[src/rtl/vx_pending_instr_tracker.sv]
// Per-warp in-flight instruction counters feeding the CSR alm_empty query and the busy/empty masks.
// Optional VX_PENDING_ERR_EN adds a sticky ovf_err flag for saturated increments/decrements.
`ifdef VX_PENDING_ERR_EN
`ifndef RUNTIME_ASSERT
`define RUNTIME_ASSERT(cond, msg) assert (cond) else $error msg
`endif
`endif

module vx_pending_instr_tracker #(
  parameter int NUM_WARPS       = 4,
  parameter int WID_WIDTH       = 2,
  parameter int CTR_WIDTH       = 6,
  parameter int ALM_EMPTY_LEVEL = 1
) (
  input  logic                 clk,
  input  logic                 reset,
  input  logic                 issue_valid,
  input  logic [WID_WIDTH-1:0] issue_wid,
  input  logic                 commit_valid,
  input  logic [WID_WIDTH-1:0] commit_wid,
  input  logic                 commit_eop,
  input  logic [WID_WIDTH-1:0] alm_empty_wid,
  output logic                 alm_empty,
  output logic [NUM_WARPS-1:0] busy_mask,
  output logic [NUM_WARPS-1:0] empty_mask,
  output logic                 ovf_err
);

  localparam logic [CTR_WIDTH-1:0] CTR_MAX  = {CTR_WIDTH{1'b1}};
  localparam logic [CTR_WIDTH-1:0] CTR_ZERO = {CTR_WIDTH{1'b0}};
  localparam logic [CTR_WIDTH-1:0] CTR_ONE  = CTR_WIDTH'(1);
  localparam logic [CTR_WIDTH-1:0] CTR_ALM  = CTR_WIDTH'(ALM_EMPTY_LEVEL);

  logic [CTR_WIDTH-1:0] pending_r     [NUM_WARPS];
  logic [CTR_WIDTH-1:0] pending_nxt_s [NUM_WARPS];
  logic [NUM_WARPS-1:0] inc_s;
  logic [NUM_WARPS-1:0] dec_s;
  logic [NUM_WARPS-1:0] busy_s;
  logic [NUM_WARPS-1:0] empty_s;
  logic                 alm_empty_s;

  // Decode issue and final-packet commit handshakes into per-warp up/down requests
  always_comb begin
    for (int w = 0; w < NUM_WARPS; w++) begin
      inc_s[w] = issue_valid && (issue_wid == WID_WIDTH'(w));
      dec_s[w] = commit_valid && commit_eop && (commit_wid == WID_WIDTH'(w));
    end
  end

  // Saturating next count; same-warp issue+commit cancels out
  always_comb begin
    for (int w = 0; w < NUM_WARPS; w++) begin
      pending_nxt_s[w] = pending_r[w];
      case ({inc_s[w], dec_s[w]})
        2'b10: begin
          if (pending_r[w] != CTR_MAX) begin
            pending_nxt_s[w] = pending_r[w] + CTR_ONE;
          end else begin
            pending_nxt_s[w] = pending_r[w];
          end
        end
        2'b01: begin
          if (pending_r[w] != CTR_ZERO) begin
            pending_nxt_s[w] = pending_r[w] - CTR_ONE;
          end else begin
            pending_nxt_s[w] = pending_r[w];
          end
        end
        default: pending_nxt_s[w] = pending_r[w];
      endcase
    end
  end

  // Counter state, discarded immediately on reset
  always_ff @(posedge clk or posedge reset) begin
    if (reset) begin
      for (int w = 0; w < NUM_WARPS; w++) begin
        pending_r[w] <= CTR_ZERO;
      end
    end else begin
      for (int w = 0; w < NUM_WARPS; w++) begin
        pending_r[w] <= pending_nxt_s[w];
      end
    end
  end

  // Status decodes straight off the registered counters
  always_comb begin
    for (int w = 0; w < NUM_WARPS; w++) begin
      busy_s[w]  = (pending_r[w] != CTR_ZERO);
      empty_s[w] = (pending_r[w] == CTR_ZERO);
    end
  end

  // CSR query: one compare behind a mux, nothing else in the ready path
  always_comb begin
    alm_empty_s = 1'b0;
    for (int w = 0; w < NUM_WARPS; w++) begin
      if (alm_empty_wid == WID_WIDTH'(w)) begin
        alm_empty_s = (pending_r[w] == CTR_ALM);
      end else begin
        alm_empty_s = alm_empty_s;
      end
    end
  end

  assign busy_mask  = busy_s;
  assign empty_mask = empty_s;
  assign alm_empty  = alm_empty_s;

`ifdef VX_PENDING_ERR_EN
  logic [NUM_WARPS-1:0] ovf_s;
  logic [NUM_WARPS-1:0] unf_s;
  logic                 ovf_err_r;

  // Flag saturated increments and decrements at zero
  always_comb begin
    for (int w = 0; w < NUM_WARPS; w++) begin
      ovf_s[w] = inc_s[w] && !dec_s[w] && (pending_r[w] == CTR_MAX);
      unf_s[w] = dec_s[w] && !inc_s[w] && (pending_r[w] == CTR_ZERO);
    end
  end

  // Sticky error; only reset clears it
  always_ff @(posedge clk or posedge reset) begin
    if (reset) begin
      ovf_err_r <= 1'b0;
    end else if (|(ovf_s | unf_s)) begin
      ovf_err_r <= 1'b1;
    end else begin
      ovf_err_r <= ovf_err_r;
    end
  end

  assign ovf_err = ovf_err_r;

`ifndef SYNTHESIS
  vx_pending_instr_tracker_chk #(
    .NUM_WARPS (NUM_WARPS)
  ) u_chk (
    .clk   (clk),
    .reset (reset),
    .ovf   (ovf_s),
    .unf   (unf_s)
  );
`endif
`else
  assign ovf_err = 1'b0;
`endif

endmodule

`ifdef VX_PENDING_ERR_EN
`ifndef SYNTHESIS
// Simulation-only reporter naming the warp and event behind a counter error.
module vx_pending_instr_tracker_chk #(
  parameter int NUM_WARPS = 4
) (
  input logic                 clk,
  input logic                 reset,
  input logic [NUM_WARPS-1:0] ovf,
  input logic [NUM_WARPS-1:0] unf
);

  // Report each overflow/underflow as it is committed to the counter
  always_ff @(posedge clk) begin
    if (!reset) begin
      for (int w = 0; w < NUM_WARPS; w++) begin
        `RUNTIME_ASSERT(!ovf[w], ("pending counter overflow on warp %0d", w));
        `RUNTIME_ASSERT(!unf[w], ("pending counter underflow on warp %0d", w));
      end
    end
  end

endmodule
`endif
`endif

[config.mk]
export PLATFORM = sky130hd
export DESIGN_NAME = vx_pending_instr_tracker
export DESIGN_NICKNAME = d
export VERILOG_FILES = /design/src/rtl/vx_pending_instr_tracker.sv
export SDC_FILE = /design/constraint.sdc
export NUM_CORES = 1
export LEC_CHECK = 0
export BUFFER_PORTS_ARGS = -buffer_cell sky130_fd_sc_hd__buf_2
export CORE_ASPECT_RATIO = 0.5
export CORE_MARGIN = 5
export CORE_UTILIZATION = 56
export DETAILED_ROUTE_END_ITERATION = 7
export PLACE_DENSITY_LB_ADDON = 0.25
export SLEW_MARGIN = 40
export SYNTH_ARGS = -nofsm -noshare
export SYNTH_HDL_FRONTEND = slang
export SYNTH_SLANG_ARGS = --single-unit
export TNS_END_PERCENT = 50
[constraint.sdc]
create_clock -name clk -period 2.3 [get_ports clk]
set_clock_uncertainty 0.1 [all_clocks]
set_input_delay 0.575 -clock clk [delete_from_list [all_inputs] [get_ports clk]]
set_output_delay 0.575 -clock clk [all_outputs]
set_load 0.02 [all_outputs]
Word level (Yosys, flattened, before mapping)

Index checks and enable logic that the tools add are counted.

Bits in registers: 24
Bits in read-only memories: 0
Word-level logic and storage cells: 89
Bits in latches: 0
Output and inout bits: 10
Memories: 0
Bits in writable memories: 0
Input port bits: 11

Shift operators: 0
$add $sub $neg: 8
Equality and inequality tests: 33
Multiply operators: 0
Multiplexer cells: 16
Div/mod/pow operators: 0
Bitwise operators: 0
$lt $le $gt $ge: 0
Reductions and logical operators: 28

Operators by type and width:

| operator                                                            | count |
|---|---|
| 6-bit two-way mux                                                   | 8 |
| 6-bit case mux with 2 select lines                                  | 4 |
| 6-bit by 1-bit adder with 6-bit output (second input constant)      | 4 |
| 6-bit by 1-bit == test with 1-bit output (second input constant)    | 4 |
| 6-bit logical NOT                                                   | 4 |
| 6-bit != test (second input constant)                               | 4 |
| 6-bit nonzero test                                                  | 4 |
| 6-bit by 1-bit subtractor with 6-bit output (second input constant) | 4 |
| 2-bit == test (second input constant)                               | 10 |
| 2-bit != test (second input constant)                               | 8 |
| 2-bit by 1-bit == test with 1-bit output (second input constant)    | 7 |
| 3-bit AND reduction                                                 | 4 |
| 1-bit logical AND                                                   | 9 |
| 2-bit nonzero test                                                  | 4 |
| 2-bit logical NOT                                                   | 3 |
| 1-bit two-way mux                                                   | 4 |

Logic depth before layout (Yosys ltp)

Gate-level depths: netlist of run 1.

Depth after elaboration: 5
Gate-level depth with buffers: 6

Worst setup path after synthesis of run 1

Ideal clock, no wire load.

Path type: register to output
From: reg pending_r[20] (netlist name)
To: out alm_empty
Cell stages (with the launch flop): 5
Required time: 1625 ps
Path buffers: 0
Slack: 182 ps
Data arrival time: 1443 ps
Cell sequence: dfrtp_1 -> nor4_2 -> and3b_1 -> a311oi_1 -> a31oi_1

Word-level cells in the longest chain between the ends: 5

Ends and longest elaborated chain:

| item                                     | line | text |
|---|---|---|
| start, declared                          | 34   | `logic [CTR_WIDTH-1:0] pending_r [NUM_WARPS];` |
| start signal, assigned by index          | 82   | `pending_r[w] <= pending_nxt_s[w];` |
| 6-bit by 1-bit == test with 1-bit output | 100  | `alm_empty_s = (pending_r[w] == CTR_ALM);` |
| 1-bit two-way mux (4 in series)          | 99   | `if (alm_empty_wid == WID_WIDTH'(w)) begin` |
| end, declared                            | 23   | `output logic alm_empty,` |

No other way between the ends.

Worst setup path after layout of run 1

From: reg pending_r[22] (netlist name)
To: out alm_empty

Same word-level chain as after synthesis.

==> results of run 1 <==
-- power by group --
part / internal, mW / switching, mW / leakage [nW]
Sequential: 0.626 / 0.401 / 0.293
Combinational: 0.664 / 0.726 / 0.721
Clock: 0.118 / 0.142 / 0.0216
Total: 1.41 / 1.27 / 1.04
-- worst paths after layout --
path / start / end / slack, ps / depth (start not counted)
max: pending_r[22] / alm_empty / 40 / 5
min reg2reg: pending_r[10] / pending_r[10] / 440 / 1
min in group clk: pending_r[10] / pending_r[10] / 440 / 1
max in group asynchronous: reset / pending_r[13] / 1590 / 3
min: reset / pending_r[20] / 230 / 3
max reg2reg: pending_r[12] / pending_r[14] / 440 / 5
-- tightest hold or removal path: cells and delay by family --
kind     cells  cell delay [ps]
buf+inv      3              430
-- stage by stage --
stage / total power, mW / hold WS [ps] / instance area, um2 / TNS (ps) / instances
3_3_place_gp: 2.18 / 415 / 2350 / 0 / 297
4_1_cts: 2.58 / 242 / 2420 / 0 / 303
2_1_floorplan: 1.89 / 381 / 2230 / 0 / 229
6_report: 2.68 / 231 / 2470 / 0 / 307
5_1_grt: 2.88 / 279 / 2470 / -47.5 / 307
3_5_place_dp: 2.24 / 410 / 2350 / 0 / 297
-- Yosys cell counts, types with 2 or more instances --
cell type	instances	area share, %
nor4_2	2	1.1
or3_1	4	1.1
a31oi_1	4	1.1
nand4_1	3	0.84
xnor2_1	13	5.1
and3b_1	3	1.2
a21oi_1	14	3.1
nand3_1	13	2.9
ha_1	16	9.0
and3_1	4	1.1
a2bb2oi_1	4	1.6
dfrtp_1	24	27
a311oi_4	2	2.4
nand2_1	9	1.5
a2bb2o_4	2	1.8
nor4_4	2	1.9
o2111ai_1	3	1.2
o2bb2ai_1	2	0.78
xnor2_2	2	1.5
inv_1	14	2.4
buf_6	6	3.0
o21ai_0	8	1.8
a211oi_2	3	1.7
nor4_1	4	1.1
xor2_1	5	2.0
o22ai_1	11	3.1
o2111a_1	3	1.5
nand3b_1	3	1.0
or3b_1	2	0.78
nor3_1	5	1.1
buf_2	4	0.90
or4_1	3	1.0
nor2_1	8	1.3
and4_1	2	0.78
-- layer usage --
metal  share of wire (%)  up-vias  GRT usage [%]
met2                  49       46           33.8
li1                    -      914              -
met4                0.63        0           5.22
met3                 4.3        6           4.20
met1                  46      914           26.3
met5                   0        -              0
-- what timing repair did --
action                     4_1_cts  5_1_grt
setup buffers                    3        4
hold buffers                     0        0
setup endpoints to repair        1        6
resized for setup                4        7
pin swaps                        2        3
cloned                           0        0
-- logic make-up (layout without fill, tap and decap cells) --
logic type	Yosys count	in the layout
AND/OR/NAND/NOR	78	78
AO/OA/AOI/OAI	64	64
buffers and inverters	26	50
flip-flops	24	24
XOR/XNOR	20	20
adder cells (fa/ha/maj)	16	16
other	1	1
-- layout by cell type (no fill, tap or decap), types with 5 or more instances in the layout --
| master | instances |
|---|---|
| inv_1 | 14 |
| ha_1 | 16 |
| buf_4 | 14 |
| nor3_1 | 5 |
| dfrtp_2 | 8 |
| xnor2_1 | 13 |
| dfrtp_1 | 16 |
| o21ai_0 | 8 |
| xor2_1 | 5 |
| nand3_1 | 13 |
| nand2_1 | 9 |
| buf_2 | 18 |
| o22ai_1 | 11 |
| nor2_1 | 8 |
| a21oi_1 | 14 |
-- layout make-up --
| cell class | count | area, um2 |
|---|---|---|
| Multi-Input combinational cell | 179 | 1500 |
| Fill cell | 326 | 1410 |
| Sequential cell | 24 | 611 |
| Timing Repair Buffer | 32 | 195 |
| Tap cell | 54 | 67.6 |
| Inverter | 15 | 56.3 |
| Clock buffer | 3 | 41.3 |
==> metrics.txt, run 1 <==
Largest register FFs=24; CP startpoint kind=flip-flop; flops & latches, synth=24; largest family of logic cells by synthesized area=simple AND/OR/NAND/NOR gates; headroom to the max-slew limit=67.8%; post-route setup slack=39.1 ps; Final Core Density=63.6%; HPWL after DPL=3660 um; CTS tree=done; fin crit share=about 100%; post-layout min period=roughly 2300 ps; max incr delay on CP=approximately 460 ps; largest net degree at the start of global routing=25; total of max-cap violations=0; post-DR vias/cell=6.12; slew of the pin with the lowest slew margin=between 400 and 500 ps; Mapped Area=0.00223 mm2; max-slew violations=0; Yosys cell types=56; router iterations before antenna repair=6; Synth Area in Compound Gates=24.1%; Starting DRT DRC Count=109; Hold Path Class=in -> async; predominant post-synthesis flop cell=dfrtp_1; Most flops, register=pending_r; vias in the first global route=1785; Die Height=54.7 um; Post-route DRC=0; Clk Latency, worst-skew pair=270 ps; crit path buf inv count=1; Leak=1.04 nW; Async S/R FF share, synth=100%; mux share of post-synthesis cell area=0%; Largest regs=pending_r x24; power per cell area=1080 mW/mm2; run status=finished clean; num rows=16; warning count from the yosys run=0; GRT Overall Usage=just under 20%; Synth Area in Simple Gates=24.6%; pre-CTS WS=176 ps; diode count=0; final setup fails=0; WL per Instance=16.5 um; initial antenna violation count=0; Synth-to-Final Area Change=10.6%; Port Buf Inserts=19; Max clock buf depth=2; gr ovfl total=0; die area=0.00543 mm2; Final Hold Vio Count=0; worst-path fanout max=5; Final #Nets=282; Cell Chain, Critical Path=nor4_4 > and3b_1 > a311oi_1 > a31oi_1 > buf_4; CTS Buf Count=3; arrival time of the worst setup path=1590 ps; die width=99.3 um; RSZ-0062 raised after global routing=true; EDFF count, synth=0; io pins=21; Cells after Synth=229; Max H-tree Level=1; Initial Utilization=57.5%; share of cells above drive strength 1=around 27%; Root Buffer=clkbuf_8; FMAX=442 MHz; syn_nets=256; Clk pin slew, worst setup/hold paths=90 ps; Peak supply drop=489 uV; via count=1880; Num Clock Sinks=24; post-synthesis xor/xnor area fraction=8.51%; critical path class=reg -> out; critical path endpoint category=primary output; Synth Area per Inst=between 9 and 10 um2; CP top delay family=simple AND/OR/NAND/NOR gates; total wire length=5080 um; post-synthesis adder-cell area fraction=about 9%; post-route ant nets=0; placer congestion estimate=0.887; Required @ worst endpoint=around 1600 ps; first-pass GRT wire length=8510 um; Seq/Total Area, Yosys=26.9%; Worst path slowest cell=dfrtp_2; core area=0.00388 mm2
Power figures use the tool's default switching activity.
==> inputs of run 2 (changes only) <==
PLACE_DENSITY = 0.81   (was unset)
PLACE_DENSITY_LB_ADDON = unset   (was 0.25)
==> metrics.txt, run 2 (synthesized netlist as in run 1, its figures left out) <==
run status=finished clean; post-DR vias/cell=6.17 (+0.79%); GRT Overall Usage=19.1% (-0.79 points); router iterations before antenna repair=4 (-2); final instance area=0.00248 mm2 (+0.46%); Hold Path Class=in -> async; first-pass GRT wire length=8090 um (-4.9%); WL per Instance=16.6 um (+0.50%); die width=99.3 um (unchanged); Clk Latency, worst-skew pair=270 ps (about the same); vias in the first global route=1796 (+0.62%); Most flops, register=pending_r; fin crit share=98.9% (+0.56 points); largest net degree at the start of global routing=25 (unchanged); Max clock buf depth=2 (unchanged); Die Height=54.7 um (unchanged); Root Buffer=clkbuf_8; headroom to the max-slew limit=66.6% (-1.2 points); max-slew violations=0 (unchanged); Port Buf Inserts=19 (unchanged); FMAX=440 MHz (-0.56%); Final Hold Vio Count=0 (unchanged); RSZ-0062 raised after global routing=true; via count=1901 (+1.1%); slew of the pin with the lowest slew margin=498 ps (+27.6 ps); post-layout min period=2270 ps (+12.8 ps); CP startpoint kind=flip-flop; HPWL after DPL=3600 um (-1.7%); Reg2Reg Depth=5 (unchanged); post-route ant nets=0 (unchanged); most frequent cells in the layout=18 x buf_2, 18 x dfrtp_1, 16 x ha_1; placed inst area=0.00235 mm2 (unchanged); Max H-tree Level=1 (unchanged); worst-path fanout max=2 (-3); diode count=0 (unchanged); io pins=21 (unchanged); power per cell area=1090 mW/mm2 (+0.43%); Final #Nets=282 (unchanged); Synth-to-Final Area Change=11.1%; Initial Utilization=57.5% (unchanged); CTS tree=done; num rows=16 (unchanged); arrival time of the worst setup path=1600 ps (about the same); Required @ worst endpoint=1620 ps (about the same); share of cells above drive strength 1=26.4% (-0.50 points); metal2 WL=2560 um (+3.3%); Post-route DRC=0 (unchanged); Leak=1.05 nW (+0.90%); total wire length=5120 um (+0.83%); CTS Buf Count=3 (unchanged); FILL cells=323 (-0.92%); Largest register FFs=24 (unchanged); Num Clock Sinks=24 (unchanged); WL met3=222 um (+1.8%); critical path endpoint category=primary output; total of max-cap violations=0 (unchanged); placer congestion estimate=0.877 (-1.1%); gr ovfl total=0 (unchanged); M1 WL=2300 um (-2.1%); Starting DRT DRC Count=97 (-11%); final setup fails=0 (unchanged); core area=0.00388 mm2 (unchanged); setup TNS=0 ps (unchanged); die area=0.00543 mm2 (unchanged); Largest regs=pending_r x24; initial antenna violation count=0 (unchanged); critical path class=reg -> out; Clk pin slew, worst setup/hold paths=90 ps (about the same); highest metal used=met4; Peak supply drop=461 uV (-5.6%)
-- run 2: cell types whose count changed in the layout (fill, tap and decap cells not counted) --
cell / change
clkbuf_8: +1
dfrtp_1: +2
dfrtp_2: -2
-- run 2: layer usage --
| layer | vias up | track usage (%) |
|---|---|---|
| met5 | - | 0 |
| met4 | 0 | 6.35 |
| met3 | 6 | 4.71 |
| met2 | 53 | 35.4 |
| met1 | 923 | 22.3 |
| li1 | 919 | - |
-- run 2: repair_timing --
action / 4_1_cts / 5_1_grt
hold buffers: 0 / 0
cloned: 0 / 0
pin swaps: 4 / 0
setup buffers: 4 / 3
resized for setup: 1 / 8
endpoints found under the setup margin: 1 / 4
-- run 2: stage by stage --
stage / worst slack [ps] / total power [mW] / cells / util, % / hold slack (ps)
3_3_place_gp: 206 / 2.17 / 297 / 60.4 / 411
2_1_floorplan: 182 / 1.89 / 229 / - / 381
6_report: 26.2 / 2.70 / 308 / 63.9 / 231
3_5_place_dp: 179 / 2.23 / 297 / 60.4 / 421
5_1_grt: -64.1 / 2.90 / 308 / 63.9 / 270
4_1_cts: -28.1 / 2.60 / 305 / 62.7 / 243
-- run 2: critical path, cell delays in order (launching register included) --
cell,delay (ps)
dfrtp_1,430
nor4_4,310
and3b_1,190
a311oi_1,40
a31oi_1,180
buf_4,170
-- run 2: path summary, 6_finish.rpt --
check | from | to | slack (ps)
worst max-delay path | pending_r[23] | alm_empty | 30
worst max register to register | pending_r[0] | pending_r[2] | 420
worst min-delay path | reset | pending_r[18] | 230
min in group clk | pending_r[21] | pending_r[21] | 460
max in group asynchronous | reset | pending_r[9] | 1600
worst min register to register | pending_r[21] | pending_r[21] | 460
-- run 2: cell type report --
| cell class | count | area (um2) | share of cell area [%] |
|---|---|---|---|
| Clock buffer | 4 | 55.1 | 2.22 |
| Inverter | 15 | 56.3 | 2.27 |
| Multi-Input combinational cell | 179 | 1500 | 60.4 |
| Sequential cell | 24 | 608 | 24.5 |
| Tap cell | 54 | 67.6 | 2.72 |
| Timing Repair Buffer | 32 | 195 | 7.86 |
-- run 2: power breakdown --
part	switching [mW]	internal [mW]
Clock	0.140	0.153
Combinational	0.725	0.663
Sequential	0.397	0.623
==> inputs of run 3 (changes only) <==
CELL_PAD_IN_SITES_DETAIL_PLACEMENT = 0   (was unset)
CELL_PAD_IN_SITES_GLOBAL_PLACEMENT = 1   (was unset)
CORE_UTILIZATION = 47   (was 56)
MAX_ROUTING_LAYER = met4   (was unset)
PLACE_DENSITY = 0.86   (was 0.81)
==> metrics.txt, run 3 (synthesized netlist as in run 1, its figures left out) <==
run status=finished clean; num rows=17 (+1); diode count=0 (unchanged); Largest regs=pending_r x24; via count=1935 (+1.8%); CP top delay family=simple AND/OR/NAND/NOR gates; post-layout min period=2260 ps (-11.7 ps); first-pass GRT wire length=8700 um (+7.6%); share of cells above drive strength 1=28.7% (+2.4 points); max incr delay on CP=450 ps (+20 ps); Clk Latency, worst-skew pair=270 ps (about the same); arrival time of the worst setup path=1590 ps (about the same); initial antenna violation count=0 (unchanged); final instance area=0.00256 mm2 (+3.0%); Cell Chain, Critical Path=nor4_4 > and3b_1 > a311oi_2 > a31oi_1 > buf_4; placed inst area=0.00241 mm2 (+2.6%); critical path endpoint category=primary output; Max H-tree Level=1 (unchanged); Starting DRT DRC Count=102 (+5.2%); FF-to-FF setup slack=430 ps (about the same); Final #Nets=289 (+2.5%); crit path buf inv count=1 (unchanged); WL per Instance=15.9 um (-4.5%); HPWL after DPL=3790 um (+5.3%); die area=0.00632 mm2 (+16%); Finished Layout Cells=327 (+6.2%); Max clock buf depth=2 (unchanged); Die Height=58.8 um (+7.5%); final total power=2.76 mW (+2.0%); critical path class=reg -> out; final setup fails=0 (unchanged); FILL cells=399 (+24%); max-slew violations=0 (unchanged); RSZ-0062 raised after global routing=true; FMAX=442 MHz (+0.52%); CTS tree=done; power per cell area=1080 mW/mm2 (-0.90%); Num Clock Sinks=24 (unchanged); dpl cells=315 (+6.1%); die width=108 um (+8.2%); vias in the first global route=1818 (+1.2%); most common cell after layout, fill and taps aside=buf_4; Required @ worst endpoint=1620 ps (about the same); GRT Overall Usage=17.7% (-1.4 points); Worst path slowest cell=dfrtp_2; placer congestion estimate=0.849 (-3.1%); Synth-to-Final Area Change=14.4%; Final Hold Vio Count=0 (unchanged); Hold Path Class=in -> async; CP startpoint kind=flip-flop; Port Buf Inserts=19 (unchanged); post-route ant nets=0 (unchanged); fin crit share=98.4% (-0.51 points); Initial Utilization=49.8% (-7.7 points); CTS Buf Count=3 (unchanged); Post-route DRC=0 (unchanged); Leak=1.08 nW (+3.6%); Largest register FFs=24 (unchanged); gr ovfl total=0 (unchanged); largest net degree at the start of global routing=25 (unchanged); hold_buf cts=0 (unchanged); post-DR vias/cell=5.92 (-4.1%); total wire length=5190 um (+1.4%); Peak supply drop=473 uV (+2.5%); core area=0.00449 mm2 (+16%); total of max-cap violations=0 (unchanged); Root Buffer=clkbuf_8; Most flops, register=pending_r; worst-path fanout max=3 (+1); Clk pin slew, worst setup/hold paths=90 ps (about the same); io pins=21 (unchanged); setup TNS=0 ps (unchanged); router iterations before antenna repair=4 (unchanged); most frequent cells in the layout=21 x buf_4, 18 x buf_2, 18 x dfrtp_1
==> run 3: area by class of cell <==
| type | count | area [um2] | share of cell area, % |
|---|---|---|---|
| clock buffers | 4 | 55.1 | 2.15 |
| inverters | 15 | 56.3 | 2.20 |
| multi-input cells | 179 | 1510 | 58.9 |
| flip-flops and latches | 24 | 608 | 23.8 |
| well taps | 66 | 82.6 | 3.23 |
| repair buffers | 39 | 248 | 9.69 |
==> run 3: stage by stage <==
step	worst slack, ps	utilization [%]	hold slack (ps)
floorplan	182	-	381
global placement	231	53.6	405
detailed placement	167	53.6	411
CTS	0.140	55.8	245
global route	-43.8	57.0	277
finish	37.9	57.0	240
==> run 3: worst register-to-register path, cell delays in order (launching register included) <==
cell and delay (ps):
dfrtp_1 380, buf_4 160, inv_1 70, ha_1 240
a211oi_2 370, a2bb2oi_1 300, xor2_1 170
==> run 3: final timing paths <==
| check | startpoint | to | cells after the start |
|---|---|---|---|
| setup / recovery | pending_r[22] | alm_empty | 5 |
| max in group asynchronous | reset | pending_r[9] | 3 |
| min in group clk | pending_r[21] | pending_r[21] | 1 |
| hold / removal | reset | pending_r[23] | 3 |
| hold reg to reg | pending_r[21] | pending_r[21] | 1 |
| setup reg to reg | pending_r[18] | pending_r[23] | 6 |
==> run 3: layer usage <==
metal	wire length, um	share of wire (%)	GRT usage, %
met1	2450	47	23.4
met2	2410	46	27.5
met3	292	5.6	3.61
met4	38	0.73	5.40
met5	0	0	-
==> run 3: where the power goes <==
group | total, mW | leakage, nW | switching [mW] | internal [mW]
Combinational | 1.49 | 0.758 | 0.778 | 0.711
Clock | 0.298 | 0.0288 | 0.144 | 0.153
Sequential | 0.969 | 0.295 | 0.346 | 0.623
Total | 2.76 | 1.08 | 1.27 | 1.49
==> run 3: what timing repair did <==
action | 4_1_cts | 5_1_grt
endpoints found under the setup margin | 1 | 2
pin swaps | 2 | 5
gates resized for setup | 4 | 6
buffers inserted | 3 | 5
